File: src/rtl/norm_pkg.sv
// norm_pkg: shared definitions for the normalise/round pipeline.
//   - default widths for the accumulator sum, stored fraction and exponent
//   - CNT_W: width of the optional statistics counters
//   - lead_one(): index of the highest set bit, limited to a given width
//   - round_up(): round-to-nearest-even decision from guard/sticky/lsb
package norm_pkg;

    localparam int SUM_W_DEF = 20;
    localparam int MAN_W_DEF = 11;
    localparam int EXP_W_DEF = 6;
    localparam int CNT_W     = 16;

    // Highest set bit among the low w bits of v; returns 0 for a zero value
    // (callers flag zero separately).
    function automatic int lead_one(input logic [63:0] v, input int w);
        int idx;
        idx = 0;
        for (int i = 0; i < 64; i++) begin
            if (i < w && v[i]) idx = i;
        end
        return idx;
    endfunction

    // Round half to even: a tie (guard set, nothing below) only rounds up
    // when the kept lsb is odd.
    function automatic logic round_up(input logic guard, input logic sticky,
                                      input logic lsb);
        return guard & (sticky | lsb);
    endfunction

endpackage

File: src/rtl/norm_stats.sv
// norm_stats: saturating event counters for the normaliser output stream.
// Ports:
//   clk, rst_n   clock, asynchronous active-low reset
//   clr          synchronous clear; wins over a coincident increment
//   beat         an output transfer happened this cycle
//   carry        the transferred result had a rounding carry
//   inexact      the transferred result was inexact
//   cnt_beats, cnt_carry, cnt_inexact   CNT_W-bit counters, stick at all-ones
module norm_stats
    import norm_pkg::*;
(
    input  logic             clk,
    input  logic             rst_n,
    input  logic             clr,
    input  logic             beat,
    input  logic             carry,
    input  logic             inexact,
    output logic [CNT_W-1:0] cnt_beats,
    output logic [CNT_W-1:0] cnt_carry,
    output logic [CNT_W-1:0] cnt_inexact
);

    function automatic logic [CNT_W-1:0] sat_inc(input logic [CNT_W-1:0] c,
                                                  input logic en);
        if (en && (c != '1)) return c + CNT_W'(1);
        return c;
    endfunction

    always_ff @(posedge clk or negedge rst_n) begin
        if (!rst_n) begin
            cnt_beats   <= '0;
            cnt_carry   <= '0;
            cnt_inexact <= '0;
        end else if (clr) begin
            cnt_beats   <= '0;
            cnt_carry   <= '0;
            cnt_inexact <= '0;
        end else begin
            cnt_beats   <= sat_inc(cnt_beats, beat);
            cnt_carry   <= sat_inc(cnt_carry, beat & carry);
            cnt_inexact <= sat_inc(cnt_inexact, beat & inexact);
        end
    end

endmodule

File: src/rtl/norm_round_pipe.sv
// norm_round_pipe: two-stage normaliser with round-to-nearest-even.
// Converts a signed accumulator sum plus block exponent into sign, hidden-one
// fraction and exponent, with zero and inexact flags, behind a valid/ready
// handshake with full backpressure (the whole pipe stalls together).
// Ports:
//   clk, rst_n                 clock, asynchronous active-low reset
//   in_valid/in_ready          input handshake
//   in_sum [SUM_W]             signed sum
//   in_exp [EXP_W]             signed block exponent
//   out_valid/out_ready        output handshake
//   out_sign, out_frac[MAN_W], out_exp[EXP_OUT_W], out_zero, out_inexact
// Optional build macro NORM_CNT_EN adds cnt_clr and the 16-bit counters
// cnt_beats / cnt_carry / cnt_inexact (norm_stats sub-block).
module norm_round_pipe
    import norm_pkg::*;
#(
    parameter int SUM_W     = SUM_W_DEF,
    parameter int MAN_W     = MAN_W_DEF,
    parameter int EXP_W     = EXP_W_DEF,
    parameter int EXP_OUT_W = EXP_W + 1
) (
    input  logic                        clk,
    input  logic                        rst_n,
    input  logic                        in_valid,
    output logic                        in_ready,
    input  logic signed [SUM_W-1:0]     in_sum,
    input  logic signed [EXP_W-1:0]     in_exp,
    output logic                        out_valid,
    input  logic                        out_ready,
    output logic                        out_sign,
    output logic [MAN_W-1:0]            out_frac,
    output logic signed [EXP_OUT_W-1:0] out_exp,
    output logic                        out_zero,
    output logic                        out_inexact
`ifdef NORM_CNT_EN
    ,
    input  logic                        cnt_clr,
    output logic [CNT_W-1:0]            cnt_beats,
    output logic [CNT_W-1:0]            cnt_carry,
    output logic [CNT_W-1:0]            cnt_inexact
`endif
);

    localparam int LEAD_W = $clog2(SUM_W);

    // One advance signal for both stages; S1 slides into an empty S2 even
    // while downstream is stalled.
    assign in_ready = ~out_valid | out_ready;

    // ---------------- stage 1: sign, magnitude, leading one ----------------
    logic [SUM_W-1:0]        mag_c;
    logic                    vld_p1;
    logic                    sign_p1;
    logic                    zero_p1;
    logic [SUM_W-1:0]        mag_p1;
    logic [LEAD_W-1:0]       lead_p1;
    logic signed [EXP_W-1:0] exp_p1;

    // Negating the most-negative value wraps to 2^(SUM_W-1), which is the
    // correct unsigned magnitude.
    assign mag_c = in_sum[SUM_W-1] ? SUM_W'(-in_sum) : SUM_W'(in_sum);

    always_ff @(posedge clk or negedge rst_n) begin
        if (!rst_n) vld_p1 <= 1'b0;
        else if (in_ready) vld_p1 <= in_valid;
    end

    always_ff @(posedge clk) begin
        if (in_ready) begin
            sign_p1 <= in_sum[SUM_W-1];
            zero_p1 <= (mag_c == '0);
            mag_p1  <= mag_c;
            lead_p1 <= LEAD_W'(lead_one(64'(mag_c), SUM_W));
            exp_p1  <= in_exp;
        end
    end

    // ---------------- stage 2: align, round, exponent ----------------
    // Shifting the leading one up to the MSB covers both the truncating case
    // and the short (left-aligned, zero-padded) case with one slice.
    logic [SUM_W-1:0]            norm_c;
    logic [MAN_W-1:0]            frac_c;
    logic                        guard_c;
    logic                        sticky_c;
    logic [MAN_W:0]              rsum_c;
    logic                        carry_c;
    int                          e_c;
    logic signed [EXP_OUT_W-1:0] exp_c;

    always_comb begin
        norm_c   = mag_p1 << (SUM_W - 1 - int'(lead_p1));
        frac_c   = norm_c[SUM_W-2 -: MAN_W];
        guard_c  = norm_c[SUM_W-2-MAN_W];
        sticky_c = |norm_c[SUM_W-3-MAN_W:0];
        rsum_c   = {1'b0, frac_c}
                 + {{MAN_W{1'b0}}, round_up(guard_c, sticky_c, frac_c[0])};
        // All-ones fraction rounding up wraps to zero and bumps the exponent.
        carry_c  = rsum_c[MAN_W];
        e_c      = int'(exp_p1) + int'(lead_p1) - MAN_W + int'(carry_c);
        exp_c    = e_c[EXP_OUT_W-1:0];
    end

`ifdef NORM_CNT_EN
    logic carry_p2;
`endif

    always_ff @(posedge clk or negedge rst_n) begin
        if (!rst_n) begin
            out_valid   <= 1'b0;
            out_sign    <= 1'b0;
            out_frac    <= '0;
            out_exp     <= '0;
            out_zero    <= 1'b0;
            out_inexact <= 1'b0;
`ifdef NORM_CNT_EN
            carry_p2    <= 1'b0;
`endif
        end else if (in_ready) begin
            out_valid <= vld_p1;
            if (zero_p1) begin
                out_sign    <= 1'b0;
                out_frac    <= '0;
                out_exp     <= '0;
                out_zero    <= 1'b1;
                out_inexact <= 1'b0;
`ifdef NORM_CNT_EN
                carry_p2    <= 1'b0;
`endif
            end else begin
                out_sign    <= sign_p1;
                out_frac    <= rsum_c[MAN_W-1:0];
                out_exp     <= exp_c;
                out_zero    <= 1'b0;
                out_inexact <= guard_c | sticky_c;
`ifdef NORM_CNT_EN
                carry_p2    <= carry_c;
`endif
            end
        end
    end

`ifdef NORM_CNT_EN
    norm_stats u_stats (
        .clk         (clk),
        .rst_n       (rst_n),
        .clr         (cnt_clr),
        .beat        (out_valid & out_ready),
        .carry       (carry_p2),
        .inexact     (out_inexact),
        .cnt_beats   (cnt_beats),
        .cnt_carry   (cnt_carry),
        .cnt_inexact (cnt_inexact)
    );
`endif

endmodule

File: config.mk
export PLATFORM = sky130hd
export DESIGN_NAME = norm_round_pipe
export DESIGN_NICKNAME = d
export VERILOG_FILES = /design/src/rtl/norm_pkg.sv /design/src/rtl/norm_stats.sv /design/src/rtl/norm_round_pipe.sv
export SDC_FILE = /design/constraint.sdc
export NUM_CORES = 1
export LEC_CHECK = 0
export ABC_AREA = 1
export CAP_MARGIN = 25
export CORE_UTILIZATION = 56
export CTS_CLUSTER_SIZE = 20
export DETAILED_ROUTE_END_ITERATION = 16
export PLACE_DENSITY_LB_ADDON = 0.25
export SYNTH_ARGS = -nofsm -noshare
export SYNTH_HDL_FRONTEND = slang
export SYNTH_SLANG_ARGS = --single-unit
File: constraint.sdc
create_clock -name clk -period 4.78 [get_ports clk]
set_input_delay 1.195 -clock clk [delete_from_list [all_inputs] [get_ports clk]]
set_output_delay 1.195 -clock clk [all_outputs]
set_load 0.05 [all_outputs]
==> metrics.md <==
| Metric | Value |
|---|---|
| Synth warn | `0` |
| Cell area after technology mapping | `4141 µm²` |
| CTS sink count | `55` |
| Utilization after layout | `0.6948` |
| Power Internal | `1007 µW` |
| Overall die area | `7743 µm²` |
| Total area of multi-input combinational cells | `2210 µm²` |
| Maximum fanout encountered on the critical timing path | `20` |
| Setup-violating endpoint count in the final report | `0` |
| Number of buffers added by the clock tree synthesis step | `5` |
| Switch share | `0.4456` |
| Mean instance size in the synthesized netlist | `7.153 µm²` |
| Leading cell types by total area after synthesis | `edfxtp_1 23%, nand2_1 19%, dfrtp_1 14%` |
| Number of different library cells in the post-synthesis netlist | `43` |
| Setup CP Type | `reg -> reg` |
| Synth Flop Type | `edfxtp_1` |
| Total number of vias | `3786` |
| Layout Cells excl Fill | `725` |
| Post-synth EDFFs | `32` |
| Weighted congestion reported at the end of routability-driven placement | `0.9040` |
| Filler cell count in the final layout | `588` |
| Async set-reset flop share out of synthesis | `0.4182` |
| Maximum number of pins on one net before global-route repair | `37` |
| Upper clock frequency limit | `0.2540 GHz` |
| Standard-cell row count | `30` |
| Remaining routing DRC violations | `0` |
| Post-synth top cells | `211 x nand2_1, 65 x inv_1, 39 x nor2_1` |
| Count of hold buffers inserted by post-cts repair | `0` |
| Most common cell in the netlist | `nand2_1` |
| Placed wire-length estimate | `7113 µm` |
| Antenna cell count | `0` |
| Layer carrying the most global-route usage | `met2` |
| TNS Setup | `0 ns` |
| Post-CTS setup repair buffer count | `0` |
| Switching power summed over all nets | `809.1 µW` |
| Power density cells | `374.3 nW/µm²` |
| Number of pins with negative max-slew slack in the final report | `0` |
| First-pass iteration count of the detailed router | `5` |
| Run status | `finished clean` |
| Met1 GRT Util | `0.3309` |
| Most used cell along the critical path | `nand2_1` |
| Area growth syn-to-layout | `17.13%` |
| Clk Latency, worst-skew pair | `0.31 ns` |
| Final design area excluding fillers | `4851 µm²` |
| Total design power | `1816 µW` |
| Maxcap violations | `0` |
| Combinational Power Share | `0.506` |
| I/O pins | `53` |
| Width of the die | `88.00 µm` |
| Clock tree from TritonCTS | `built` |
| Actual slew at the worst max-slew pin | `0.8634 ns` |
| Starting Density | `0.5932` |
| Worst Setup End Kind | `register` |
| Leakage dissipation | `0.002345 µW` |
| Part of the power in the clock network | `0.142` |
| Post-DR wirelength/cell | `12.35 µm` |
| Vert. Die Dim | `88.00 µm` |
| Ratio of cells with drive above 1 in the final layout | `0.1002` |
| Share of the yosys chip area belonging to registers | `0.3710` |
| Worst clock skew | `0.01774 ns` |
| Detail-routed via count per cell | `5.222` |
| Slowest stage cell, crit path | `edfxtp_1` |
| Period minus WS final | `3.937 ns` |
| Final Hold Viols | `0` |
| Deepest clock path buffer count | `2` |
| Ratio of final minimum period to clock period | `0.8236` |
| Met3 global-route usage | `0.03205` |
| CTS clk-pin slew, worst paths | `0.11 ns` |
| Root Driver | `clkbuf_8` |
| GRT Residual Overflow | `0` |
| Mapped Cells | `579` |
| Net count of the mapped netlist | `624` |
| Overall global routing resource usage | `0.2570` |
| RSZ-0062 raised after global routing | `no` |
| Part of the power in registers | `0.352` |
| Data required time of the critical path | `4.99 ns` |
| Met2 track demand over resource | `0.4503` |
| Register cell area after layout | `1536 µm²` |
| Area inside the core boundary | `6982 µm²` |
| Initial antenna violation count | `0` |
| Data arrival time of the worst path | `4.15 ns` |
| Cell total after placement | `716` |
| Synthesized flop and latch total | `55` |
| Number of violations reported at the end of detailed-routing iteration 0 | `193` |
| First-pass GRT wire length | `15710 µm` |
| # H-tree levels | `2` |
| Share of the synthesized area in the top cell type | `0.2320` |
| Category of the worst setup path launch point | `register` |
| Worst min-delay path class | `reg -> reg` |
| Post-synth top area cell | `edfxtp_1` |
| IR drop worst, VDD | `174.9 µV` |
| Slowest Stage Delay on Critical Path | `0.46 ns` |
| Relative slew slack | `0.4226` |
| Number of global-route vias before repair | `3617` |
| Port buffer count | `52` |
| Number of nets in the finished design | `673` |
| Setup slack, reg-to-reg | `0.84 ns` |
| Final wirelength | `8951 µm` |
| Area after detailed placement | `4733 µm²` |
| CTS-repair resized insts | `0` |
| Number of nets still failing antenna checks after routing | `0` |
stage by stage:
step                      setup WS [ns]  hold WS (ns)
final                            0.8433        0.4634
after global routing             0.3815        0.4907
after CTS                        0.8679        0.4644
after detailed placement         0.8852        0.4531
after global placement            1.037        0.4319
after floorplan                  0.9872        0.4198
per-layer routing:
metal,share of wire,vias to the layer above
li1,-,1949
met1,0.46,1733
met2,0.49,93
met3,0.038,11
met4,0.0097,0
met5,0,-
power by group through the flow:
stage / Combinational (µW) / Clock (µW) / Sequential, µW
2_1_floorplan: 481 / 0 / 827
3_3_place_gp: 895 / 0 / 648
3_5_place_dp: 913 / 0 / 649
4_1_cts: 915 / 261 / 639
5_1_grt: 1020 / 281 / 649
6_report: 919 / 258 / 639
state kept, by name, indices dropped and copies added (netlist names):
name and flops:
mag_p1 19, out_frac 11, out_exp 7, exp_p1 6, lead_p1 5, out_inexact 1
out_sign 1, out_valid 1, out_zero 1, sign_p1 1, vld_p1 1, zero_p1 1
area by class of cell:
class	count	area share
inverter	77	0.05958
timing repair buffer	61	0.1248
clock inverter	2	0.003611
sequential	55	0.3167
tap	96	0.02476
clock buffer	6	0.01496
multi-input combinational	428	0.4555
final timing paths:
path,from,end,depth (start not counted)
max,lead_p1[3]$_SDFFCE_PN0P_,out_exp[5]$_DFFE_PN0P_,25
max in group asynchronous,rst_n,out_exp[5]$_DFFE_PN0P_,2
min reg2reg,sign_p1$_DFFE_PP_,out_sign$_DFFE_PN0P_,1
min,sign_p1$_DFFE_PP_,out_sign$_DFFE_PN0P_,1
min in group asynchronous,rst_n,out_frac[3]$_DFFE_PN0P_,1
max reg2reg,lead_p1[3]$_SDFFCE_PN0P_,out_exp[5]$_DFFE_PN0P_,25
worst max-delay path: cells and delay by family (launching register included):
kind / cells / cell delay, ns
xor gates and xnor gates: 1 / 0.15
adders and majority gates: 2 / 0.43
AOI/OAI and AO/OA: 5 / 0.83
and+or+nand+nor: 14 / 1.61
buffers and inverters: 3 / 0.35
DFF: 1 / 0.46
kinds of logic (layout without fill, tap and decap cells):
family / Yosys count / after routing / synth area share
compound gates: 72 / 72 / 0.1091
simple gates: 327 / 327 / 0.3459
flops: 55 / 55 / 0.3710
fa+ha+maj: 15 / 15 / 0.04713
xor+xnor: 14 / 14 / 0.03142
buf+inv: 96 / 146 / 0.09546
cells in the final DEF (no fill, tap or decap), types with 2 or more instances in the layout:
cell	instances
a31oi_1	3
a21oi_1	7
nor4_1	3
nand2_2	8
a21oi_2	2
dfrtp_1	23
nand3_2	3
clkdlybuf4s50_1	51
clkinv_4	2
o21ai_0	22
inv_2	11
buf_4	9
nor2_2	9
o31ai_1	2
a211oi_1	2
a22o_1	4
nand4_1	3
inv_1	65
nor3_1	2
o21ai_2	4
nor3_4	3
nand3b_1	4
o211ai_1	4
edfxtp_1	32
ha_1	14
nor2_1	39
clkbuf_8	5
o21ai_1	17
nand2_1	211
nand3_1	37
xor2_1	13
nor2_4	3
Note: power is estimated with default switching activity, not from simulation.
